[src/rtl/core_pkg.sv]
// Shared core definitions: fetch FSM state encoding and default fetch vectors.
package core_pkg;

    // Default datapath width for address and instruction words.
    localparam int XLEN = 32;

    // Default first fetch address after reset and exception redirect address.
    localparam logic [31:0] RESET_VEC_DEFAULT = 32'h0000_0000;
    localparam logic [31:0] EXC_VEC_DEFAULT   = 32'h0000_0080;

    // Fetch controller states.
    //   ST_BOOT  : single settling cycle after reset, no request
    //   ST_FETCH : may issue a new request at pc
    //   ST_WAIT  : request outstanding, pc frozen until ack
    //   ST_HALT  : fetching stopped, only an exception restarts it
    typedef enum logic [1:0] {
        ST_BOOT  = 2'd0,
        ST_FETCH = 2'd1,
        ST_WAIT  = 2'd2,
        ST_HALT  = 2'd3
    } fetch_state_e;

endpackage

[src/rtl/fetch_controller_if.sv]
// Instruction memory bus between the fetch controller and instruction memory.
//
// Handshake: imem_req_o is a level. While it is high, pc_o is stable and the
// request stays pending until a cycle in which imem_ack_i is also high; in that
// cycle imem_rdata_i carries the word for pc_o and the transfer is complete.
// A request raised in FETCH that meets a redirect in the same cycle without
// an ack is withdrawn; once a request has survived a cycle (WAIT) it is only
// ended by an ack or by reset.
interface fetch_controller_if #(
    parameter int WIDTH = 32
) ();
    logic             imem_req_o;
    logic [WIDTH-1:0] pc_o;
    logic             imem_ack_i;
    logic [WIDTH-1:0] imem_rdata_i;

    // Controller side.
    modport master (
        output imem_req_o,
        output pc_o,
        input  imem_ack_i,
        input  imem_rdata_i
    );

    // Memory side.
    modport slave (
        input  imem_req_o,
        input  pc_o,
        output imem_ack_i,
        output imem_rdata_i
    );
endinterface

[src/rtl/fetch_skid_buffer.sv]
// One-entry skid buffer holding a fetched word while the IF/ID stage is stalled.
// Control priority: clear > load > release_en.
module fetch_skid_buffer #(
    parameter int WIDTH = 32
) (
    input  logic             clk,
    input  logic             reset,
    input  logic             load,
    input  logic             clear,
    input  logic             release_en,
    input  logic [WIDTH-1:0] data_i,
    output logic             valid_o,
    output logic [WIDTH-1:0] data_o
);

    logic             valid_q;
    logic [WIDTH-1:0] data_q;

    // Entry valid bit and captured word.
    always_ff @(posedge clk or posedge reset) begin
        if (reset) begin
            valid_q <= 1'b0;
            data_q  <= '0;
        end else if (clear) begin
            valid_q <= 1'b0;
        end else if (load) begin
            valid_q <= 1'b1;
            data_q  <= data_i;
        end else if (release_en) begin
            valid_q <= 1'b0;
        end
    end

    assign valid_o = valid_q;
    assign data_o  = data_q;

endmodule

[src/rtl/fetch_controller.sv]
// Instruction fetch controller: owns the PC, sequences instruction memory
// requests, applies redirects (exception > branch > jump), halts, and feeds
// the IF/ID stage directly or from a one-entry skid buffer under stall.
module fetch_controller
    import core_pkg::*;
#(
    parameter int               WIDTH     = XLEN,
    parameter logic [WIDTH-1:0] RESET_VEC = WIDTH'(RESET_VEC_DEFAULT),
    parameter logic [WIDTH-1:0] EXC_VEC   = WIDTH'(EXC_VEC_DEFAULT)
) (
    input  logic             clk,
    input  logic             reset,
    input  logic             stall_i,
    input  logic             exc_i,
    input  logic             branch_i,
    input  logic             jump_i,
    input  logic [WIDTH-1:0] branch_target_i,
    input  logic [WIDTH-1:0] jump_target_i,
    input  logic             halt_i,
    fetch_controller_if.master imem,
    output logic             if_valid_o,
    output logic [WIDTH-1:0] instr_o,
    output logic [WIDTH-1:0] pc_plus4_o,
    output logic             flush_if_o,
    output fetch_state_e     state_o
);

    fetch_state_e     state_q, state_d;
    logic [WIDTH-1:0] pc_q, pc_d;
    logic             drop_q, drop_d;
    logic [WIDTH-1:0] drop_tgt_q, drop_tgt_d;
    logic             halt_pend_q, halt_pend_d;

    logic             redir_any;
    logic [WIDTH-1:0] redir_tgt;

    logic             req;
    logic             deliver;
    logic             flush;
    logic             buf_load;
    logic             buf_clear;
    logic             buf_release;
    logic             buf_valid;
    logic [WIDTH-1:0] buf_data;

    assign redir_any = exc_i | branch_i | jump_i;

    // Redirect target by priority: exception, then branch, then jump.
    always_comb begin
        redir_tgt = jump_target_i;
        if (exc_i) begin
            redir_tgt = EXC_VEC;
        end else if (branch_i) begin
            redir_tgt = branch_target_i;
        end
    end

    // Next-state, PC update and per-cycle control outputs.
    // req never depends on imem_ack_i, so there is no ack-to-request path.
    always_comb begin
        state_d     = state_q;
        pc_d        = pc_q;
        drop_d      = drop_q;
        drop_tgt_d  = drop_tgt_q;
        halt_pend_d = halt_pend_q;
        req         = 1'b0;
        deliver     = 1'b0;
        flush       = 1'b0;
        buf_load    = 1'b0;
        buf_clear   = 1'b0;

        unique case (state_q)
            ST_BOOT: begin
                // Redirects and stray acks are ignored while booting.
                state_d = ST_FETCH;
            end

            ST_FETCH: begin
                req = !stall_i && !buf_valid && !halt_i;
                if (redir_any) begin
                    // Redirect wins over stall and halt; a same-cycle ack is dropped.
                    flush     = 1'b1;
                    buf_clear = 1'b1;
                    pc_d      = redir_tgt;
                end else if (halt_i) begin
                    state_d = ST_HALT;
                end else if (req) begin
                    if (imem.imem_ack_i) begin
                        pc_d    = pc_q + WIDTH'(4);
                        deliver = 1'b1;
                    end else begin
                        state_d = ST_WAIT;
                    end
                end
            end

            ST_WAIT: begin
                req = 1'b1;
                if (halt_i) begin
                    halt_pend_d = 1'b1;
                end
                if (redir_any) begin
                    flush     = 1'b1;
                    buf_clear = 1'b1;
                end
                if (imem.imem_ack_i) begin
                    state_d     = (halt_i || halt_pend_q) ? ST_HALT : ST_FETCH;
                    halt_pend_d = 1'b0;
                    drop_d      = 1'b0;
                    if (redir_any) begin
                        pc_d = redir_tgt;
                    end else if (drop_q) begin
                        pc_d = drop_tgt_q;
                    end else begin
                        pc_d = pc_q + WIDTH'(4);
                        if (stall_i) begin
                            buf_load = 1'b1;
                        end else begin
                            deliver = 1'b1;
                        end
                    end
                end else if (redir_any) begin
                    // Keep the request alive at the old pc; remember where to go.
                    drop_d     = 1'b1;
                    drop_tgt_d = redir_tgt;
                end
            end

            ST_HALT: begin
                if (exc_i) begin
                    flush     = 1'b1;
                    buf_clear = 1'b1;
                    pc_d      = EXC_VEC;
                    state_d   = ST_FETCH;
                end
            end

            default: begin
                state_d = ST_BOOT;
            end
        endcase
    end

    // State, PC, pending-drop and pending-halt registers.
    always_ff @(posedge clk or posedge reset) begin
        if (reset) begin
            state_q     <= ST_BOOT;
            pc_q        <= RESET_VEC;
            drop_q      <= 1'b0;
            drop_tgt_q  <= '0;
            halt_pend_q <= 1'b0;
        end else begin
            state_q     <= state_d;
            pc_q        <= pc_d;
            drop_q      <= drop_d;
            drop_tgt_q  <= drop_tgt_d;
            halt_pend_q <= halt_pend_d;
        end
    end

    // The buffered word leaves on the first unstalled cycle.
    assign buf_release = buf_valid && !stall_i;

    fetch_skid_buffer #(
        .WIDTH (WIDTH)
    ) u_skid (
        .clk        (clk),
        .reset      (reset),
        .load       (buf_load),
        .clear      (buf_clear),
        .release_en (buf_release),
        .data_i     (imem.imem_rdata_i),
        .valid_o    (buf_valid),
        .data_o     (buf_data)
    );

    // IF/ID output: buffered word first, else the live ack data.
    always_comb begin
        if_valid_o = 1'b0;
        instr_o    = '0;
        if (buf_valid && !buf_clear) begin
            if_valid_o = 1'b1;
            instr_o    = buf_data;
        end else if (deliver) begin
            if_valid_o = 1'b1;
            instr_o    = imem.imem_rdata_i;
        end
    end

    assign imem.imem_req_o = req;
    assign imem.pc_o       = pc_q;
    assign pc_plus4_o      = pc_q + WIDTH'(4);
    assign flush_if_o      = flush;
    assign state_o         = state_q;

endmodule
[src/flat_wrapper.sv]
// flat-port wrapper written by rule: the top's interface ports become plain ports
module fetch_controller_flat import core_pkg::*;
#(
    parameter int               WIDTH     = XLEN,
    parameter logic [WIDTH-1:0] RESET_VEC = WIDTH'(RESET_VEC_DEFAULT),
    parameter logic [WIDTH-1:0] EXC_VEC   = WIDTH'(EXC_VEC_DEFAULT)
)
  (clk, reset, stall_i, exc_i, branch_i, jump_i, branch_target_i, jump_target_i, halt_i, if_valid_o, instr_o, pc_plus4_o, flush_if_o, state_o, imem_imem_req_o, imem_pc_o, imem_imem_ack_i, imem_imem_rdata_i);
  fetch_controller_if #(.WIDTH(WIDTH)) imem_i ();
  input  logic clk;
  input  logic reset;
  input  logic stall_i;
  input  logic exc_i;
  input  logic branch_i;
  input  logic jump_i;
  input  logic [WIDTH-1:0] branch_target_i;
  input  logic [WIDTH-1:0] jump_target_i;
  input  logic halt_i;
  output logic if_valid_o;
  output logic [WIDTH-1:0] instr_o;
  output logic [WIDTH-1:0] pc_plus4_o;
  output logic flush_if_o;
  output fetch_state_e state_o;
  output wire logic [$bits(imem_i.imem_req_o)-1:0] imem_imem_req_o;
  output wire logic [$bits(imem_i.pc_o)-1:0] imem_pc_o;
  input wire logic [$bits(imem_i.imem_ack_i)-1:0] imem_imem_ack_i;
  input wire logic [$bits(imem_i.imem_rdata_i)-1:0] imem_imem_rdata_i;
  assign imem_imem_req_o = imem_i.imem_req_o;
  assign imem_pc_o = imem_i.pc_o;
  assign imem_i.imem_ack_i = imem_imem_ack_i;
  assign imem_i.imem_rdata_i = imem_imem_rdata_i;
  fetch_controller #(.WIDTH(WIDTH), .RESET_VEC(RESET_VEC), .EXC_VEC(EXC_VEC)) u_core (.clk(clk), .reset(reset), .stall_i(stall_i), .exc_i(exc_i), .branch_i(branch_i), .jump_i(jump_i), .branch_target_i(branch_target_i), .jump_target_i(jump_target_i), .halt_i(halt_i), .imem(imem_i), .if_valid_o(if_valid_o), .instr_o(instr_o), .pc_plus4_o(pc_plus4_o), .flush_if_o(flush_if_o), .state_o(state_o));
endmodule
[config.mk]
export PLATFORM = sky130hd
export DESIGN_NAME = fetch_controller_flat
export DESIGN_NICKNAME = d
export VERILOG_FILES = /design/src/rtl/core_pkg.sv /design/src/rtl/fetch_controller_if.sv /design/src/rtl/fetch_skid_buffer.sv /design/src/rtl/fetch_controller.sv /design/src/flat_wrapper.sv
export SDC_FILE = /design/constraint.sdc
export NUM_CORES = 1
export LEC_CHECK = 0
export ABC_AREA = 1
export CAP_MARGIN = 15
export CORE_MARGIN = 1
export CORE_UTILIZATION = 29
export DETAILED_ROUTE_END_ITERATION = 8
export PLACE_DENSITY = 0.59
export REMOVE_ABC_BUFFERS = 1
export SYNTH_ARGS = -nofsm -noshare
export SYNTH_HDL_FRONTEND = slang
export SYNTH_SLANG_ARGS = --single-unit
[constraint.sdc]
create_clock -name clk -period 4.05 [get_ports clk]
set_input_delay 0.405 -clock clk [delete_from_list [all_inputs] [get_ports clk]]
set_output_delay 0.405 -clock clk [all_outputs]
set_load 0.01 [all_outputs]
==> results_dict.tcl, run 1 <==
set metrics [dict create \
    ir_drop_mv 0.3409 \
    clk_pin_slew_worst_paths_ns 0.07 \
    grt_pass1_wl_mm 36.93 \
    dpl_cell_area_mm2 0.008935 \
    rr_startpoint "u_core.state_o[0]$_DFFE_PP0P_" \
    cts_max_path_buffers 2 \
    synth_edf_count 0 \
    synthTopCellsByArea "dfrtp_1, nand2_1, nor2_1" \
    wl_per_cell_um 16.44 \
    fin_area_mm2 0.009276 \
    syn_inst 946 \
    yosysUniqueCellTypes 41 \
    grt_pass1_vias 6661 \
    placed_cells 1392 \
    setup.worst_path.end_class "output pin" \
    fin_crit_sh_pct 90.36 \
    fillers 2360 \
    max_stage_delay_ns 0.68 \
    viasPerCell 4.957 \
    syn_area_per_cell_um2 7.120 \
    hold_viol_final 0 \
    fin_nets 1227 \
    min_from "u_core.drop_tgt_q[29]$_DFFE_PP0P_" \
    synth_area_mm2 0.006735 \
    setup_viol 0 \
    synth_warnings 0 \
    worstSetupStartpointType "flip-flop" \
    gr-usage-all-layers_pct 19.85 \
    die_w_um 154.4 \
    status "complete, no violations" \
    cp-startpoint "u_core.state_o[0]$_DFFE_PP0P_" \
    dpl.hpwl_mm 17.01 \
    numPortBuffers 204 \
    area.growth.synth_to_final_pct 37.73 \
    timing.slew.headroom_pct 27.80 \
    timing.fmax_mhz 273.2 \
    numCtsBuffers 9 \
    layout_min_cycle_time_ns 3.660 \
    cts_setup_buffers 0 \
    yosysMostFrequentCell "nand2_1" \
    power_leakage_uw 0.004156 \
    dieArea_mm2 0.02384 \
    htreeDepth 3 \
    rsz0062_at_grt "false" \
    grt_max_degree 66 \
    ctsHoldBuffers 0 \
    root_buffer "clkbuf_16" \
    die_h_um 154.4 \
    drtIter0Drc 549 \
    cts_resized 0 \
    synth_xor_area_share_pct 2.322 \
    finalClockSkew_ns 0.01462 \
    synth_top_family_by_area "simple AND/OR/NAND/NOR gates" \
    min_path_type "reg2reg" \
    place_ws_ns 0.4324 \
    dr_total_vias 6994 \
    fp-row-count 55 \
    path_max_fanout 33 \
    routed_wl_mm 23.20 \
    ys_seq_area_share_pct 37.53 \
    drt-pass1-iter-count 5 \
    synth-seq-cells 101 \
    clk_latency_ns 0.35 \
    yosys.area.top_type "dfrtp_1" \
    synthAdderAreaFrac_pct 0.9289 \
    synthFlopType "dfrtp_1" \
    cp_data_arrival_time_ns 3.25 \
    io_pins 205 \
    start_util_pct 29.66 \
    crit_path_cell_trace "inv_1 > ha_1 > inv_2 > nor2_4 > nand3_1 > o21ai_4 > nand4_1 > nand2_1 > clkdlybuf4s50_1" \
    ant_nets 0 \
    crit_type "reg2out" \
    fin_setup_tns_ns 0 \
    drv_cap 0 \
    core_mm2 0.02271 \
    async_flop_share_pct 100.0 \
    final_cells 1411 \
    power_density_mw_per_mm2 607.3 \
    fin_ws_ns 0.3903 \
    drc 0 \
    synth_compound_gate_area_share_pct 13.38 \
    antenna_found_initial 3 \
    grt-ovfl-total 0 \
    yosysTopAreaCellShare_pct 37.53 \
    cts_sinks 101 \
    muxShareOfSynthArea_pct 5.350 \
    cts_tree "done" \
    drive_gt1_share_pct 8.281 \
    required_ns 3.64 \
    slew_violations 0 \
    cp_slowest_cell "o21ai_4" \
    globalplace.congestion 0.8732 \
    synthSimpleGateAreaFrac_pct 32.16 \
    synthTopCellsByCount "nand2_1, nor2_1, dfrtp_1" \
    worstMarginPinSlew_ns 1.083 \
]
cells by family (layout without fill, tap and decap cells):
family,Yosys count,in the layout
AOI/OAI and AO/OA,168,168
xor gates and xnor gates,17,17
adders and majority gates,5,5
buffers and inverters,124,301
DFF,101,101
muxes,32,32
other,0,3
and+or+nand+nor,499,499
routing by layer:
layer / up-vias / routed length [µm] / global-route usage (%)
met3: 41 / 1170 / 2.634
met4: 0 / 734 / 8.534
met2: 205 / 10640 / 31.65
met1: 3310 / 10660 / 26.97
met5: - / 0 / 0
li1: 3438 / - / -
worst max-delay path, delay by kind of cell, from the launching register on:
| family | cells | cell delay, ns |
|---|---|---|
| AO/OA/AOI/OAI | 1 | 0.68 |
| adder cells (fa/ha/maj) | 1 | 0.31 |
| buffers and inverters | 3 | 0.79 |
| flip-flops | 1 | 0.43 |
| AND/OR/NAND/NOR | 4 | 0.67 |
sequential cells by signal, summed over array words and instances (netlist names):
signal,flops
u_core.drop_tgt_q,32
u_core.imem.pc_o,32
u_core.u_skid.data_o,32
u_core.state_o,2
u_core.drop_q,1
u_core.halt_pend_q,1
u_core.u_skid.valid_o,1
path summary, 6_finish.rpt:
kind | depth (start not counted) | end | slack, ns
worst min-delay path | 2 | u_core.drop_tgt_q[29]$_DFFE_PP0P_ | 0.47
worst max register to register | 6 | u_core.u_skid.data_o[6]$_DFFE_PP0P_ | 1.25
max in group asynchronous | 3 | u_core.drop_tgt_q[0]$_DFFE_PP0P_ | 2.72
min in group asynchronous | 2 | u_core.u_skid.data_o[20]$_DFFE_PP0P_ | 0.61
worst max-delay path | 9 | instr_o[17] | 0.39
worst min register to register | 2 | u_core.drop_tgt_q[29]$_DFFE_PP0P_ | 0.47
layout by cell type (no fill, tap or decap), drive strengths merged:
| cell type | synthesis | routed |
|---|---|---|
| a211oi | 1 | 1 |
| a21boi | 1 | 1 |
| a21oi | 57 | 57 |
| a22oi | 2 | 2 |
| a31oi | 8 | 8 |
| a41oi | 2 | 2 |
| and2 | 2 | 2 |
| buf | 30 | 11 |
| bufinv | 0 | 2 |
| clkbuf | 24 | 12 |
| clkdlybuf4s50 | 0 | 204 |
| clkinv | 0 | 1 |
| dfrtp | 101 | 101 |
| diode | 0 | 3 |
| ha | 5 | 5 |
| inv | 70 | 71 |
| mux2 | 32 | 32 |
| nand2 | 268 | 268 |
| nand3 | 52 | 52 |
| nand3b | 8 | 8 |
| nand4 | 34 | 34 |
| nor2 | 132 | 132 |
| nor3 | 1 | 1 |
| o211ai | 2 | 2 |
| o21ai | 92 | 92 |
| o221ai | 2 | 2 |
| o22ai | 1 | 1 |
| or2 | 2 | 2 |
| xnor2 | 5 | 5 |
| xor2 | 12 | 12 |
power by group:
group          internal [µW]  total [µW]  leakage [µW]  switching, µW
sequential              1380        1730       0.00130            349
combinational           1230        2920       0.00269           1690
clock                    581         990      0.000163            410
total                   3180        5630       0.00416           2450
stage by stage:
| step | power [µW] | hold slack, ns | utilization (%) |
|---|---|---|---|
| finish | 5634 | 0.4742 | 40.85 |
| global route | 6050 | 0.5004 | 40.85 |
| CTS | 5662 | 0.4721 | 40.82 |
| detailed placement | 4654 | 0.4578 | 39.34 |
| global placement | 4620 | 0.4528 | 39.34 |
| floorplan | 3228 | 0.4367 | - |
final cells by class:
cell class	instances	area [µm²]	share of cell area [%]
Clock buffer	12	256.5	2.765
Tap cell	285	356.6	3.844
Clock inverter	4	77.57	0.8363
Timing Repair Buffer	215	2137	23.04
Antenna cell	3	7.507	0.08093
Sequential cell	101	2527	27.25
Inverter	70	265.3	2.859
Multi-Input combinational cell	721	3649	39.33
(Power assumes the default switching activity.)
==> run 2: changes to the inputs <==
--- a/config.mk
+++ b/config.mk
@@ -7,6 +7,7 @@
 export LEC_CHECK = 0
 export ABC_AREA = 1
 export CAP_MARGIN = 15
+export CORE_ASPECT_RATIO = 1.2
 export CORE_MARGIN = 1
 export CORE_UTILIZATION = 29
 export DETAILED_ROUTE_END_ITERATION = 8
==> results_dict.tcl, run 2 (synthesis gave the netlist of run 1 again) <==
set metrics [dict create \
    worstMarginPinSlew_ns 1.123 \
    cts_tree "done" \
    min_path_type "reg2reg" \
    grt_pass1_wl_mm 35.64 \
    fp-row-count 60 \
    grt_max_degree 57 \
    finalClockSkew_ns 0.01380 \
    p_sw_share_pct 44.50 \
    slew_violations 0 \
    htreeDepth 3 \
    wl_met2_mm 10.48 \
    hold_viol_final 0 \
    status "complete, no violations" \
    holdWs_ns 0.4766 \
    setup_viol 0 \
    antenna_found_initial 2 \
    rsz0062_at_grt "false" \
    fin_total_pwr_uw 5451 \
    routed_wl_mm 22.54 \
    grt_pass1_vias 6349 \
    layout_min_cycle_time_ns 3.567 \
    clk_latency_ns 0.35 \
    seqPwrFrac_pct 31.7 \
    timing.fmax_mhz 280.4 \
    cp_data_arrival_time_ns 3.16 \
    numCtsBuffers 9 \
    drv_cap 0 \
    drc 0 \
    setup.worst_path.end_class "output pin" \
    dpl_cell_area_mm2 0.008974 \
    timing.slew.headroom_pct 25.14 \
    ir_drop_mv 0.3513 \
    numPortBuffers 204 \
    core_mm2 0.02260 \
    rrSetupSlack_ns 1.28 \
    clk_pin_slew_worst_paths_ns 0.07 \
    io_pins 205 \
    fin_setup_tns_ns 0 \
    highest_layer "met4" \
    drt-pass1-iter-count 6 \
    path_max_fanout 33 \
    globalplace.congestion 0.8466 \
    ant_nets 0 \
    crit_type "reg2out" \
    power_frac_comb_pct 53.4 \
    required_ns 3.64 \
    layout_common_cells "nand2_1, clkdlybuf4s50_1, nor2_1, dfrtp_1, o21ai_0" \
    fin_crit_sh_pct 88.07 \
    fin_nets 1228 \
    placed_cells 1418 \
    cts_setup_buffers 0 \
    fin_area_mm2 0.009233 \
    final_cells 1433 \
    area.growth.synth_to_final_pct 37.08 \
    power_density_mw_per_mm2 590.4 \
    power_leakage_uw 0.004123 \
    layout.area.seq_mm2 0.002527 \
    p_clk_share_pct 14.9 \
    dieArea_mm2 0.02384 \
    switchingPower_uw 2426 \
    wl_met3_mm 1.579 \
    ctsHoldBuffers 0 \
    cts_max_path_buffers 2 \
    die_h_um 168.9 \
    multi_input_area_mm2 0.003649 \
    viasPerCell 4.729 \
    grt-ovfl-total 0 \
    n_antenna_cell 0 \
    cts_sinks 101 \
    root_buffer "clkbuf_16" \
    fillers 2337 \
    dr_total_vias 6776 \
    drtIter0Drc 385 \
    die_w_um 141.1 \
    dpl.hpwl_mm 16.43 \
    drive_gt1_share_pct 8.192 \
    start_util_pct 29.81 \
    p_int_uw 3025 \
    cts_resized 0 \
    gr-usage-all-layers_pct 19.15 \
    wl_per_cell_um 15.73 \
    met1_length_mm 10.23 \
    worstSetupStartpointType "flip-flop" \
    layout_commonest_cell "nand2_1" \
]
[run 2: routing by layer]
metal,vias up,global-route usage (%)
met5,-,0
met2,211,30.95
met3,17,4.385
li1,3443,-
met4,0,5.104
met1,3105,25.58
[run 2: stage by stage]
stage               setup WS, ns  util [%]
floorplan                 0.7058         -
finish                    0.4831     40.86
detailed placement        0.5316     39.71
global placement          0.6238     39.71
global route              0.1596     40.86
CTS                       0.4839     40.86
[run 2: area by class of cell]
cell class | count | share of cell area, %
Clock inverter | 4 | 0.2846
Tap cell | 310 | 4.201
Clock buffer | 11 | 2.521
Inverter | 70 | 2.873
Sequential cell | 101 | 27.37
Timing Repair Buffer | 216 | 23.23
Multi-Input combinational cell | 721 | 39.52
[run 2: path summary, 6_finish.rpt]
check | startpoint | cells past startpoint | to
max in group asynchronous | reset | 3 | u_core.imem.pc_o[0]$_DFFE_PP0P_
hold / removal | u_core.drop_tgt_q[29]$_DFFE_PP0P_ | 2 | u_core.drop_tgt_q[29]$_DFFE_PP0P_
setup reg to reg | u_core.state_o[0]$_DFFE_PP0P_ | 6 | u_core.u_skid.data_o[6]$_DFFE_PP0P_
setup / recovery | u_core.state_o[0]$_DFFE_PP0P_ | 9 | instr_o[9]
hold reg to reg | u_core.drop_tgt_q[29]$_DFFE_PP0P_ | 2 | u_core.drop_tgt_q[29]$_DFFE_PP0P_
min in group asynchronous | reset | 2 | u_core.u_skid.data_o[3]$_DFFE_PP0P_
[run 2: worst max-delay path, stage by stage (launching register included)]
cell	delay (ns)
dfrtp_1	0.43
inv_1	0.10
ha_1	0.31
inv_2	0.15
nor2_4	0.22
nand3_1	0.16
o21ai_4	0.62
nand4_1	0.16
nand2_1	0.12
clkdlybuf4s50_1	0.53
[run 2: power groups by stage]
| stage | logic (µW) | registers (µW) | clock network (µW) |
|---|---|---|---|
| 2_1_floorplan | 1470 | 1760 | 0 |
| 5_1_grt | 3230 | 1780 | 869 |
| 3_3_place_gp | 2890 | 1740 | 0 |
| 4_1_cts | 2930 | 1730 | 832 |
| 3_5_place_dp | 2910 | 1740 | 0 |
| 6_report | 2910 | 1730 | 811 |
==> run 3: changes to the inputs <==
--- a/config.mk
+++ b/config.mk
@@ -11,7 +11,7 @@
 export CORE_MARGIN = 1
 export CORE_UTILIZATION = 29
 export DETAILED_ROUTE_END_ITERATION = 8
-export PLACE_DENSITY = 0.59
+export PLACE_DENSITY_LB_ADDON = 0.25
 export REMOVE_ABC_BUFFERS = 1
 export SYNTH_ARGS = -nofsm -noshare
 export SYNTH_HDL_FRONTEND = slang
==> results_dict.tcl, run 3 (synthesis gave the netlist of run 1 again) <==
set metrics [dict create \
    layout_commonest_cell "nand2_1" \
    cts_sinks 101 \
    p_int_uw 3141 \
    cts_tree "done" \
    place_ws_ns 0.4862 \
    worstMarginPinSlew_ns 1.030 \
    ir_drop_mv 0.3228 \
    fin_setup_tns_ns 0 \
    dieArea_mm2 0.02384 \
    slew_violations 0 \
    globalplace.congestion 0.8303 \
    area.growth.synth_to_final_pct 37.60 \
    die_w_um 141.1 \
    placed_cells 1418 \
    drt-pass1-iter-count 7 \
    status "complete, no violations" \
    required_ns 3.64 \
    cts_resized 0 \
    fin_nets 1228 \
    n_antenna_cell 0 \
    grt_max_degree 49 \
    worstSetupStartpointType "input pin" \
    ctsHoldBuffers 0 \
    power_frac_comb_pct 52.0 \
    rsz0062_at_grt "false" \
    cp_data_arrival_time_ns 3.24 \
    crit_type "in2out" \
    grt_pass1_vias 6461 \
    path_delay_family "simple AND/OR/NAND/NOR gates" \
    root_buffer "clkbuf_16" \
    switchingPower_uw 2419 \
    seqPwrFrac_pct 31.1 \
    ant_nets 0 \
    drc 0 \
    fillers 2332 \
    drtIter0Drc 330 \
    grt-ovfl-total 0 \
    final_cells 1433 \
    core_mm2 0.02260 \
    numPortBuffers 204 \
    drv_cap 0 \
    postLayoutCoreUtil_pct 41.01 \
    cpMostUsedCell "clkdlybuf4s50_1" \
    layout_common_cells "nand2_1, clkdlybuf4s50_1, nor2_1, dfrtp_1, o21ai_0" \
    clk_pin_slew_worst_paths_ns 0.07 \
    finalClockSkew_ns 0.01124 \
    power_density_mw_per_mm2 600.0 \
    gr-usage-all-layers_pct 19.27 \
    drive_gt1_share_pct 8.192 \
    setup_viol 0 \
    grt_pass1_wl_mm 35.76 \
    die_h_um 168.9 \
    fin_crit_sh_pct 90.05 \
    max_stage_delay_ns 0.66 \
    multi_input_area_mm2 0.003649 \
    reg2regPathDepth 6 \
    layout_min_cycle_time_ns 3.647 \
    p_sw_share_pct 43.51 \
    antenna_found_initial 2 \
    crit_cells 9 \
    clk_latency_ns 0.36 \
    hold_viol_final 0 \
    start_util_pct 29.81 \
    timing.fmax_mhz 274.2 \
    crit_path_cell_trace "clkdlybuf4s50_1 > nor2_2 > nand2_2 > nor2_4 > nand3_1 > o21ai_4 > nand4_1 > nand2_1 > clkdlybuf4s50_1" \
    path_max_fanout 33 \
    layout.area.seq_mm2 0.002527 \
    routed_wl_mm 22.43 \
    cp_num_buf_inv 2 \
    fin_ws_ns 0.4029 \
    cts_max_path_buffers 2 \
    viasPerCell 4.779 \
    rrSetupSlack_ns 1.28 \
    timing.slew.headroom_pct 31.20 \
    io_pins 205 \
    cts_setup_buffers 0 \
    cp_slowest_cell "o21ai_4" \
    fp-row-count 60 \
    min_path_type "in2async" \
    setup.worst_path.end_class "output pin" \
    numCtsBuffers 9 \
    dr_total_vias 6848 \
    dpl.hpwl_mm 16.09 \
    power_leakage_uw 0.004143 \
    p_clk_share_pct 16.9 \
    wl_per_cell_um 15.65 \
    htreeDepth 3 \
]
run 3: changes by cell type in the layout (fill, tap and decap cells not counted), sizes merged:
cell / change
clkinv: -1
clkinvlp: -1
bufinv: +2
run 3: path summary, 6_finish.rpt:
path,from,end
setup / recovery,branch_i,instr_o[4]
hold / removal,reset,u_core.u_skid.data_o[25]$_DFFE_PP0P_
setup reg to reg,u_core.state_o[0]$_DFFE_PP0P_,u_core.u_skid.data_o[6]$_DFFE_PP0P_
hold reg to reg,u_core.drop_tgt_q[23]$_DFFE_PP0P_,u_core.drop_tgt_q[23]$_DFFE_PP0P_
max in group asynchronous,reset,u_core.u_skid.data_o[26]$_DFFE_PP0P_
min in group clk,u_core.drop_tgt_q[23]$_DFFE_PP0P_,u_core.drop_tgt_q[23]$_DFFE_PP0P_
run 3: per-stage QoR:
stage	power, µW	area [µm²]	hold slack (ns)
6_report	5560	9268	0.4680
5_1_grt	6005	9268	0.4942
4_1_cts	5604	9268	0.4704
3_5_place_dp	4635	8961	0.4542
3_3_place_gp	4621	8961	0.4527
2_1_floorplan	3228	6436	0.4367
run 3: power by group through the flow:
stage / Sequential, µW / Clock (µW) / Combinational [µW]
final: 1730 / 940 / 2890
after global routing: 1790 / 1010 / 3210
after CTS: 1730 / 959 / 2910
after detailed placement: 1750 / 0 / 2890
after global placement: 1740 / 0 / 2880
after floorplan: 1760 / 0 / 1470
run 3: layout make-up:
cell class | instances | share of cell area, %
repair buffers | 216 | 23.01
multi-input cells | 721 | 39.37
well taps | 310 | 4.185
clock inverters | 4 | 0.7965
clock buffers | 11 | 2.511
flip-flops and latches | 101 | 27.27
inverters | 70 | 2.862
run 3: per-layer routing:
metal	up-vias	track usage [%]	wire length [µm]
met5	-	0	13
met4	2	5.293	319
met3	19	4.809	1510
met2	209	32.33	10460
met1	3175	24.45	10120
li1	3443	-	-
